===== src/rtl/bin2bcd4_pkg.sv =====
// Shared constants for the binary-to-BCD converter: FSM state codes and BCD limits.
package bin2bcd_pkg;

  localparam int unsigned BCD_MAX  = 9999;
  localparam int unsigned N_DIGITS = 4;

  typedef logic [1:0] state_t;

  localparam state_t S_IDLE = 2'd0;
  localparam state_t S_CONV = 2'd1;
  localparam state_t S_DONE = 2'd2;

endpackage


===== src/rtl/bin2bcd4_if.sv =====
// Request/result bundle between a value source and the BCD converter.
interface bin2bcd4_if #(parameter int unsigned BIN_W = 14);

  logic             start;
  logic [BIN_W-1:0] bin;
  logic             busy;
  logic             done;
  logic             ovf;
  logic [3:0]       D3;
  logic [3:0]       D2;
  logic [3:0]       D1;
  logic [3:0]       D0;

  modport master (output start, bin, input busy, done, ovf, D3, D2, D1, D0);
  modport slave  (input start, bin, output busy, done, ovf, D3, D2, D1, D0);

endinterface


===== src/rtl/bin2bcd4_adj3.sv =====
// Double-dabble digit correction: add 3 to a BCD nibble holding 5 or more.
module bcd_adj3 (
  input  logic [3:0] din,
  output logic [3:0] dout
);

  always_comb begin
    dout = (din >= 4'd5) ? din + 4'd3 : din;
  end

endmodule


===== src/rtl/bin2bcd4.sv =====
// Sequential shift-add-3 binary-to-BCD converter; results held in output registers
// so the display only ever sees completed conversions.
module bin2bcd4
  import bin2bcd_pkg::*;
#(
  parameter int unsigned BIN_W = 14
) (
  input logic       clk,
  input logic       rst,
  bin2bcd4_if.slave io
);

  localparam int unsigned BCD_W = 4 * N_DIGITS;
  localparam int unsigned SR_W  = BCD_W + BIN_W;

  state_t           state_q, state_d;
  logic [3:0]       cnt_q, cnt_d;
  logic [SR_W-1:0]  sr_q, sr_d;
  logic             ovf_next_q, ovf_next_d;
  logic [BCD_W-1:0] dig_q, dig_d;
  logic             ovf_q, ovf_d;
  logic             done_q, done_d;
  logic             busy_q, busy_d;

  logic [BCD_W-1:0] bcd_adj;
  logic             ovf_cap;
  logic [BIN_W-1:0] sat;

  for (genvar g = 0; g < N_DIGITS; g++) begin : g_adj
    bcd_adj3 u_adj (
      .din  (sr_q[BIN_W + 4*g +: 4]),
      .dout (bcd_adj[4*g +: 4])
    );
  end

  // Clamping to 9999 keeps the thousands digit from ever carrying out.
  always_comb begin
    ovf_cap = 32'(io.bin) > BCD_MAX;
    sat     = ovf_cap ? BIN_W'(BCD_MAX) : io.bin;
  end

  always_comb begin
    state_d    = state_q;
    cnt_d      = cnt_q;
    sr_d       = sr_q;
    ovf_next_d = ovf_next_q;
    dig_d      = dig_q;
    ovf_d      = ovf_q;
    done_d     = 1'b0;
    case (state_q)
      S_IDLE: begin
        if (io.start) begin
          sr_d       = {{BCD_W{1'b0}}, sat};
          ovf_next_d = ovf_cap;
          cnt_d      = 4'(BIN_W);
          state_d    = S_CONV;
        end
      end
      S_CONV: begin
        sr_d  = {bcd_adj, sr_q[BIN_W-1:0]} << 1;
        cnt_d = cnt_q - 4'd1;
        if (cnt_q == 4'd1) state_d = S_DONE;
      end
      S_DONE: begin
        dig_d   = sr_q[SR_W-1:BIN_W];
        ovf_d   = ovf_next_q;
        done_d  = 1'b1;
        state_d = S_IDLE;
      end
      default: state_d = S_IDLE;
    endcase
    busy_d = (state_d != S_IDLE);
  end

  always_ff @(posedge clk) begin
    if (rst) begin
      state_q    <= S_IDLE;
      cnt_q      <= '0;
      sr_q       <= '0;
      ovf_next_q <= 1'b0;
      dig_q      <= '0;
      ovf_q      <= 1'b0;
      done_q     <= 1'b0;
      busy_q     <= 1'b0;
    end else begin
      state_q    <= state_d;
      cnt_q      <= cnt_d;
      sr_q       <= sr_d;
      ovf_next_q <= ovf_next_d;
      dig_q      <= dig_d;
      ovf_q      <= ovf_d;
      done_q     <= done_d;
      busy_q     <= busy_d;
    end
  end

  assign io.busy = busy_q;
  assign io.done = done_q;
  assign io.ovf  = ovf_q;
  assign io.D3   = dig_q[15:12];
  assign io.D2   = dig_q[11:8];
  assign io.D1   = dig_q[7:4];
  assign io.D0   = dig_q[3:0];

endmodule


===== src/flat_wrapper.sv =====
// flat-port wrapper written by rule: the top's interface ports become plain ports
module bin2bcd4_flat import bin2bcd_pkg::*;
#(
  parameter int unsigned BIN_W = 14
)
  (clk, rst, io_start, io_bin, io_busy, io_done, io_ovf, io_D3, io_D2, io_D1, io_D0);
  bin2bcd4_if #(.BIN_W(BIN_W)) io_i ();
  input logic clk;
  input logic rst;
  input wire logic [$bits(io_i.start)-1:0] io_start;
  input wire logic [$bits(io_i.bin)-1:0] io_bin;
  output wire logic [$bits(io_i.busy)-1:0] io_busy;
  output wire logic [$bits(io_i.done)-1:0] io_done;
  output wire logic [$bits(io_i.ovf)-1:0] io_ovf;
  output wire logic [$bits(io_i.D3)-1:0] io_D3;
  output wire logic [$bits(io_i.D2)-1:0] io_D2;
  output wire logic [$bits(io_i.D1)-1:0] io_D1;
  output wire logic [$bits(io_i.D0)-1:0] io_D0;
  assign io_i.start = io_start;
  assign io_i.bin = io_bin;
  assign io_busy = io_i.busy;
  assign io_done = io_i.done;
  assign io_ovf = io_i.ovf;
  assign io_D3 = io_i.D3;
  assign io_D2 = io_i.D2;
  assign io_D1 = io_i.D1;
  assign io_D0 = io_i.D0;
  bin2bcd4 #(.BIN_W(BIN_W)) u_core (.clk(clk), .rst(rst), .io(io_i));
endmodule

===== config.mk =====
export PLATFORM = sky130hd
export DESIGN_NAME = bin2bcd4_flat
export DESIGN_NICKNAME = d
export VERILOG_FILES = /design/src/rtl/bin2bcd4_pkg.sv /design/src/rtl/bin2bcd4_if.sv /design/src/rtl/bin2bcd4_adj3.sv /design/src/rtl/bin2bcd4.sv /design/src/flat_wrapper.sv
export SDC_FILE = /design/constraint.sdc
export NUM_CORES = 1
export LEC_CHECK = 0
export ABC_CLOCK_PERIOD_IN_PS = 2160
export CAP_MARGIN = 40
export CORE_AREA = 2 2 68 70
export DETAILED_ROUTE_END_ITERATION = 7
export DIE_AREA = 0 0 70 72
export GPL_TIMING_DRIVEN = 0
export PLACE_DENSITY_LB_ADDON = 0.25
export SKIP_LAST_GASP = 1
export SLEW_MARGIN = 20
export SYNTH_ARGS = -nofsm -noshare
export SYNTH_HDL_FRONTEND = slang
export SYNTH_SLANG_ARGS = --single-unit

===== constraint.sdc =====
create_clock -name clk -period 2.16 [get_ports clk]
set_input_delay 0.432 -clock clk [delete_from_list [all_inputs] [get_ports clk]]
set_output_delay 0.432 -clock clk [all_outputs]
set_load 0.02 [all_outputs]

==> results.cfg <==
[setup_path]
cp_top_family = simple AND/OR/NAND/NOR gates
path_cells = clkdlybuf4s50_1, or3b_4, or2_4, nand2b_4, o221a_1
cp-end-kind = flop
crit_type = in -> reg
path_buf_inv = 1
rr_endpoint = u_core.sr_q[27]$_SDFFE_PP0P_
slowest_delay_ps = 520
cp_slowest_cell = clkdlybuf4s50_1
crit_path_start_kind = primary input
rrSetupSlack_ps = 550
path_max_fanout = 5
cp.required_ps = 2360
rr_worst_depth = 4
worstReg2RegStart = u_core.state_q[0]$_SDFF_PP0_
worstPathArrival_ps = 2070

[floorplanning]
core_um2 = 4260
io_pins = 36
rows = 24
floorplan.initialDensity = 0.562
dieArea_um2 = 5040
die_x_um = 70
die_y_um = 72

[timing]
fin_worst_skew_ps = 9.15
max-slew-margin-rel = 0.476
worst_pin_slew_ps = 776
max_freq_mhz = 536
period_share = 0.864
finalSetupViolCount = 0
worst_slack_ps = 293
rsz0062_at_grt = no
min_period_ps = 1870
slew_viol_final = 0
hold_viol_final = 0

[synthesis]
yosys.area_share.adder = 0.0522
synth_area_leaders = dfxtp_1 47%, a21oi_1 6.1%, nand2_1 5.8%
yosysSeqAreaShare = 0.467
yosys.area_share.simple = 0.201
ys_ff_latch = 56
synthCells = 273
synthMuxAreaShare = 0.0167
avgSynthCellArea_um2 = 8.79
syn-num-nets = 300
yosysTopAreaCell = dfxtp_1
synthArstFlopShare = 0
synth_top_family_by_area = simple AND/OR/NAND/NOR gates
synth-warning-count = 0
synthXorXnorAreaFrac = 0.0329
yosysMostFrequentCell = dfxtp_1
synth_area_um2 = 2400
synth.distinct_cells = 38
synth_top_area_share = 0.467
synthFlopType = dfxtp_1
synth_commonest_cells = 56 x dfxtp_1, 37 x nand2_1, 32 x nor2_1, 29 x a21oi_1
synth_compound_area_frac = 0.188
synth-edff-count = 0

[clock_tree]
root_buffer = clkbuf_8
post_cts_resized = 0
insertion_delay_ps = 310
hold_buffers = 0
cts_max_level = 2
clk_pin_slew_ps = 90
clkSinkCount = 56
cts_setup_buffers = 0
cts-buffers-inserted = 5
cts_tree = built
cts_max_path_buffers = 2

[min_path]
hold_start = u_core.dig_q[13]$_SDFFE_PP0P_
min_to = u_core.dig_q[13]$_SDFFE_PP0P_
hold_path_class = reg -> reg
min_path_cells = 2

[route]
wire_per_inst_um = 13.2
via_count = 2000
drcViolationCount = 0
ant_nets = 0
drt_pass1_iterations = 5
vias_per_cell = 5.45
first_iter_violations = 178
wirelength_um = 4850

[grt]
grt_max_degree = 18
grt_pass1_wl_um = 8420
antenna_found_initial = 0
grt_pass1_vias = 1840
gr-total-overflow = 0
grtUsageTotal = 0.206

[finish]
fin_area_um2 = 2890
seqCellArea_um2 = 1120
filler_cell_count = 389
area_growth_pct = 20.6
multi_input_area_um2 = 1180
n_antenna_cell = 0
nets = 341
layout-drive-gt1-share = 0.0603

[place]
portBuffers = 34
gp_congestion = 0.831
dpl_worst_slack_ps = -26.6
place_area_um2 = 2800
dp_hpwl_um = 3560

[pwr]
power_leakage_nw = 1.08
ir_drop_v = 0.000483
power_density_nw_per_um2 = 642

[outcome]
status = finished, final reports clean

[run]
max-cap-violations = 0
## final cells by class
class | instances | area share
timing repair buffer | 34 | 0.118
sequential | 56 | 0.388
buffer | 15 | 0.0208
clock inverter | 3 | 0.00649
clock buffer | 5 | 0.0238
tap | 52 | 0.0225
inverter | 11 | 0.0143
multi-input combinational | 191 | 0.407
## routing by layer
layer | share of wire | GRT usage
met3 | 0.031 | 0.0306
met2 | 0.49 | 0.356
met1 | 0.47 | 0.270
met4 | 0.0095 | 0.0598
met5 | 0 | 0
## cell usage in the layout (no fill, tap or decap), types with 2 or more instances in the layout
| cell | synthesis | final |
|---|---|---|
| a211oi_1 | 3 | 3 |
| a21oi_1 | 29 | 29 |
| a222oi_1 | 4 | 4 |
| a22o_1 | 12 | 12 |
| a311oi_1 | 2 | 2 |
| and2b_2 | 2 | 2 |
| buf_2 | 3 | 3 |
| clkbuf_1 | 12 | 12 |
| clkbuf_8 | 0 | 5 |
| clkdlybuf4s50_1 | 0 | 34 |
| clkinv_2 | 0 | 2 |
| dfxtp_1 | 56 | 56 |
| ha_1 | 10 | 10 |
| inv_1 | 11 | 11 |
| mux2i_1 | 4 | 4 |
| nand2_1 | 37 | 37 |
| nand2b_1 | 5 | 5 |
| nand3_1 | 4 | 4 |
| nor2_1 | 32 | 32 |
| nor3_1 | 7 | 7 |
| nor3b_1 | 2 | 2 |
| nor4_1 | 4 | 4 |
| o21ai_0 | 7 | 7 |
| o221a_1 | 3 | 3 |
| xnor2_1 | 5 | 5 |
| xor2_1 | 4 | 4 |
## kinds of logic (layout without fill, tap and decap cells)
family	after synthesis	in the layout
muxes	4	4
and+or+nand+nor	102	102
AOI/OAI and AO/OA	66	66
DFF	56	56
buffers and inverters	26	68
xor gates and xnor gates	9	9
adders and majority gates	10	10
## worst register-to-register path, stage by stage, from the launching register on
cell,delay (ps)
dfxtp_1,460
nand2b_1,180
nor2_1,270
clkbuf_1,430
a22o_1,220
## per-stage QoR
step / util / power, mW / hold slack (ps) / setup TNS (ps) / instances
finish: 0.678 / 1.86 / 457 / 0 / 367
global route: 0.678 / 1.93 / 476 / 0 / 367
CTS: 0.678 / 1.87 / 461 / 0 / 367
detailed placement: 0.658 / 1.31 / 447 / -70.4 / 359
global placement: 0.658 / 1.31 / 442 / -77.3 / 359
floorplan: - / 1.24 / 432 / 0 / 273
## flip-flops by register name (all words and copies together), names as in the netlist
register / flops
u_core.ovf_next_q: 1
u_core.io.done: 1
u_core.sr_q: 30
u_core.dig_q: 16
u_core.io.ovf: 1
u_core.state_q: 2
u_core.cnt_q: 4
u_core.io.busy: 1
## how the worst max path moves through the flow
stage,start,endpoint,depth (start not counted)
CTS,io_start,u_core.sr_q[3]$_SDFFE_PP0P_,5
global route,io_start,u_core.sr_q[7]$_SDFFE_PP0P_,5
finish,io_start,u_core.sr_q[1]$_SDFFE_PP0P_,5
floorplan,io_start,u_core.sr_q[1]$_SDFFE_PP0P_,4
global placement,io_start,u_core.sr_q[3]$_SDFFE_PP0P_,5
detailed placement,io_start,u_core.sr_q[2]$_SDFFE_PP0P_,5
## power by group
part / total [mW] / internal (mW) / switching, mW / leakage, nW
sequential: 1.09 / 1.07 / 0.0243 / 0.456
clock: 0.568 / 0.227 / 0.341 / 0.0479
combinational: 0.194 / 0.0888 / 0.105 / 0.574
No activity file was read; power rests on OpenSTA's default activity.
==> edit 1 (config.mk and constraints unchanged) <==
Reset style: asynchronous (`rst`), changed in one clocked block.
--- a/src/rtl/bin2bcd4.sv
+++ b/src/rtl/bin2bcd4.sv
@@ -73,5 +73,5 @@
   end
 
-  always_ff @(posedge clk) begin
+  always_ff @(posedge clk or posedge rst) begin
     if (rst) begin
       state_q    <= S_IDLE;
Behaviour: differs if rst is asserted again (counterexample within 4 cycles, from zero or initial values and one cycle with rst high); with rst held inactive, the same outputs for 10 cycles.
==> edit 1 against the unedited design <==
Global-route usage increased by 2.0 points. Worst setup slack improved by 160 ps. Critical path depth is 4 lower. Count of clock-buffer cells in the layout is 3 higher. Cell area is 11% higher. Cell count decreased by 9.3%. Routed wire length up 6.4%. Sequential cell count is the same. Area after synthesis increased by 13%. Worst hold slack gained 38 ps. Largest cell class is now flip-flops and latches.
Power is not compared: it rests on default switching activity, and its combinational part moved more than twofold at a synthesized area within 25%.
==> edit 1: results (changes against the unedited design) <==
nets@finish 307 (-10%); Synth top area share 51.8% (+5.1 points); syn nets 265 (-12%); 1st-iter DRT viols 101 (-43%); number of detailed-routing iterations run before antenna repair 4 (-1); critical path's largest stage delay 600 ps (+80 ps); Fillers 304 (-22%); hold path startpoint u_core.ovf_next_q$_DFFE_PP0P_; Synth Warn # 0 (unchanged); post-DP HPWL 3610 µm (+1.2%); layout cells sized above 1 14.2% (+8.2 points); via count of the first global-routing pass 1979 (+7.6%); Synth top cells by count dfrtp_1 (56), inv_1 (20), mux2_2 (17), nand2_1 (16), o21ai_0 (13); crit path from u_core.io.ovf$_DFFE_PP0P_; first-pass GRT wire length 9050 µm (+7.5%); via/cell ratio 5.88 (+7.8%); R2R Path End u_core.sr_q[16]$_DFFE_PP0P_; Largest delay share family, worst path buffers and inverters; pin slew with the least headroom to its limit 673 ps (-103 ps); Hold Crit Endpoint u_core.ovf_next_q$_DFFE_PP0P_; crit-path max FO 2 (-3); async set or reset register ratio after synthesis 100% (+100 points); pin count of the biggest net entering global routing 57 (+39); Total GRT Usage 22.6% (+2.0 points); port bufs 35 (+2.9%); crit path to io_ovf; Worst R2R Start u_core.state_q[0]$_DFF_PP0_; WP data arrival 1270 ps (-800 ps); Seq/Total Area, Yosys 51.8% (+5.1 points); worst clock skew 5.27 ps (-3.88 ps); Total Wirelength 5160 µm (+6.4%); diode count 0 (unchanged); routability cong. 0.830 (about the same); status finished, final reports clean; dominant cells by area after synthesis dfrtp_1 (52%), mux2_2 (7.1%), ha_1 (4.6%); R2R setup slack 660 ps (+110 ps); Cell variety after synth 40 (+5.3%)
-- edit 1: routing by layer --
layer	up-vias	part of all wire, %	track usage [%]	routed length, µm
li1	948	-	-	-
met1	963	47	29.5	2410
met2	40	49	38.8	2520
met3	6	3.2	4.17	165
met4	0	1.2	6.84	63
met5	-	0	0	0
-- edit 1: power groups by stage --
stage	logic (µW)	registers, µW	clock network [µW]
floorplan	1380	1830	0
detailed placement	2060	1780	0
finish	2070	1770	585
global route	2300	1830	634
CTS	2080	1760	597
global placement	2000	1760	0
-- edit 1: metrics by stage --
step                setup slack, ps  cells  total power [µW]  instance area, µm²  hold WS [ps]
finish                          454    333              4420                3210           495
global route                    397    333              4760                3210           516
CTS                             438    333              4440                3210           500
detailed placement              236    325              3840                3120           465
global placement               -623    325              3760                3120           460
floorplan                       357    238              3210                2700           445
-- edit 1: final cells by class --
| cell class | instances | share of cell area [%] |
|---|---|---|
| Timing Repair Buffer | 35 | 10.9 |
| Tap cell | 52 | 2.03 |
| Clock buffer | 8 | 2.80 |
| Sequential cell | 56 | 43.6 |
| Buffer | 11 | 2.42 |
| Multi-Input combinational cell | 150 | 35.7 |
| Inverter | 21 | 2.53 |
-- edit 1: logic make-up (layout without fill, tap and decap cells) --
kind of cell | after synthesis | after routing | synth area share, %
flops | 56 | 56 | 51.8
xor+xnor | 3 | 3 | 0.972
buf+inv | 32 | 75 | 5.78
simple gates | 47 | 47 | 8.98
fa+ha+maj | 10 | 10 | 4.63
mux | 17 | 17 | 7.08
compound gates | 73 | 73 | 20.7
==> edit 2 (same settings) <==
Without the edit above. The package constant `BCD_MAX` goes from 9999 to 7499.
--- a/src/rtl/bin2bcd4_pkg.sv
+++ b/src/rtl/bin2bcd4_pkg.sv
@@ -2,5 +2,5 @@
 package bin2bcd_pkg;
 
-  localparam int unsigned BCD_MAX  = 9999;
+  localparam int unsigned BCD_MAX  = 7499;
   localparam int unsigned N_DIGITS = 4;
 
Formal check against the unedited RTL: same outputs for any inputs over 10 cycles, from zero or initial values and one cycle with rst high; that may be too few to reach the edited logic, so the function may still have changed.
==> edit 2 against the unedited design <==
Count of clock-buffer cells in the layout up 1. Worst setup slack better by 43 ps. Maximum frequency increased by 2.3%. Cell area grew 2.4%. First-iteration DRC count is 53% lower. Critical path depth unchanged. Power up 1.4%. Sequential share of layout area is 0.92 points lower. Area after synthesis grew 2.7%. Sequential cell count did not move. Routed wire length grew 7.9%. Global-route usage rose by 1.8 points. Critical path type unchanged. Critical endpoint is now u_core.sr_q[3]$_SDFFE_PP0P_. Largest power group unchanged.
==> edit 2: results (changes against the unedited design) <==
most common cell after layout, fill and taps aside dfxtp_1; Synth top cells by count dfxtp_1 (56), nand2_1 (38), a21oi_1 (30), inv_1 (21), nor2_1 (13); Switching Fraction 25.0% (-0.36 points); Fillers 371 (-4.6%); nets@finish 350 (+2.6%); met3 Usage GRT 4.86% (+1.8 points); Total Wirelength 5240 µm (+7.9%); crit path from io_bin[3]; Max Used Layer met4; period utilization 84.5% (-2.0 points); critical path's largest stage delay 450 ps (-70 ps); worst clock skew 10.5 ps (+1.30 ps); Seq/Total Area, Yosys 45.5% (-1.2 points); dpl cell area 2870 µm² (+2.3%); Slowest cell on crit path clkdlybuf4s50_1; 1st-iter DRT viols 84 (-53%); metal2 WL 2670 µm (+12%); via count of the first global-routing pass 2016 (+9.6%); number of detailed-routing iterations run before antenna repair 5 (unchanged); Cell variety after synth 43 (+13%); R2R setup slack 510 ps (-40 ps); routability cong. 0.816 (-1.7%); crit-path max FO 7 (+2); Pleak 0.00113 µW (+5.2%); status finished, final reports clean; met2 Use GR 40.2% (+4.7 points); R2R Path End u_core.state_q[1]$_SDFF_PP0_; Power, Total 1880 µW (+1.4%); met1 usage 25.7% (-1.3 points); Top Registers u_core.sr_q: 30 flops, u_core.dig_q: 16 flops, u_core.cnt_q: 4 flops; M1 wire length 2230 µm (-1.9%); Total GRT Usage 22.4% (+1.8 points); crit path to u_core.sr_q[3]$_SDFFE_PP0P_; first-pass GRT wire length 9000 µm (+7.0%); via count 2108 (+5.4%); dominant cells by area after synthesis dfxtp_1 (46%), a21oi_1 (6.1%), nand2_1 (5.8%); syn nets 309 (+3.0%); pre-CTS WS -14.5 ps (+12.1 ps); met3 WL 259 µm (+72%); Hold Crit Endpoint u_core.io.ovf$_SDFFE_PP0P_; Comb. pwr 203 µW (+5%); Slew Limit Headroom 50.0% (+2.4 points); pin count of the biggest net entering global routing 17 (-1); port bufs 34 (unchanged); hold path startpoint u_core.ovf_next_q$_SDFFE_PP0P_
==> edit 2: final cells by class <==
cell class                 count  area [µm²]  area share (%)
multi-input combinational    188        1190            40.3
sequential                    56        1120            37.9
timing repair buffer          34         340            11.5
clock buffer                   6        82.6            2.79
inverter                      22        82.6            2.79
buffer                        16        67.6            2.28
tap                           52        65.1            2.20
clock inverter                 2        10.0           0.338
==> edit 2: cells by family after synthesis <==
logic type	synth area share, %
buffers and inverters	6.09
AO/OA/AOI/OAI	23.9
adder cells (fa/ha/maj)	5.08
AND/OR/NAND/NOR	15.3
XOR/XNOR	2.49
flip-flops	45.5
multiplexers	1.63
==> edit 2: stage by stage <==
stage / std cells / hold WS (ps)
2_1_floorplan: 282 / 427
3_3_place_gp: 368 / 442
3_5_place_dp: 368 / 448
4_1_cts: 376 / 458
5_1_grt: 376 / 475
6_report: 376 / 457
==> edit 2: critical path: cells and delay by family <==
family                 cells  cell delay [ps]
buffers and inverters      1              450
AO/OA/AOI/OAI              4             1110
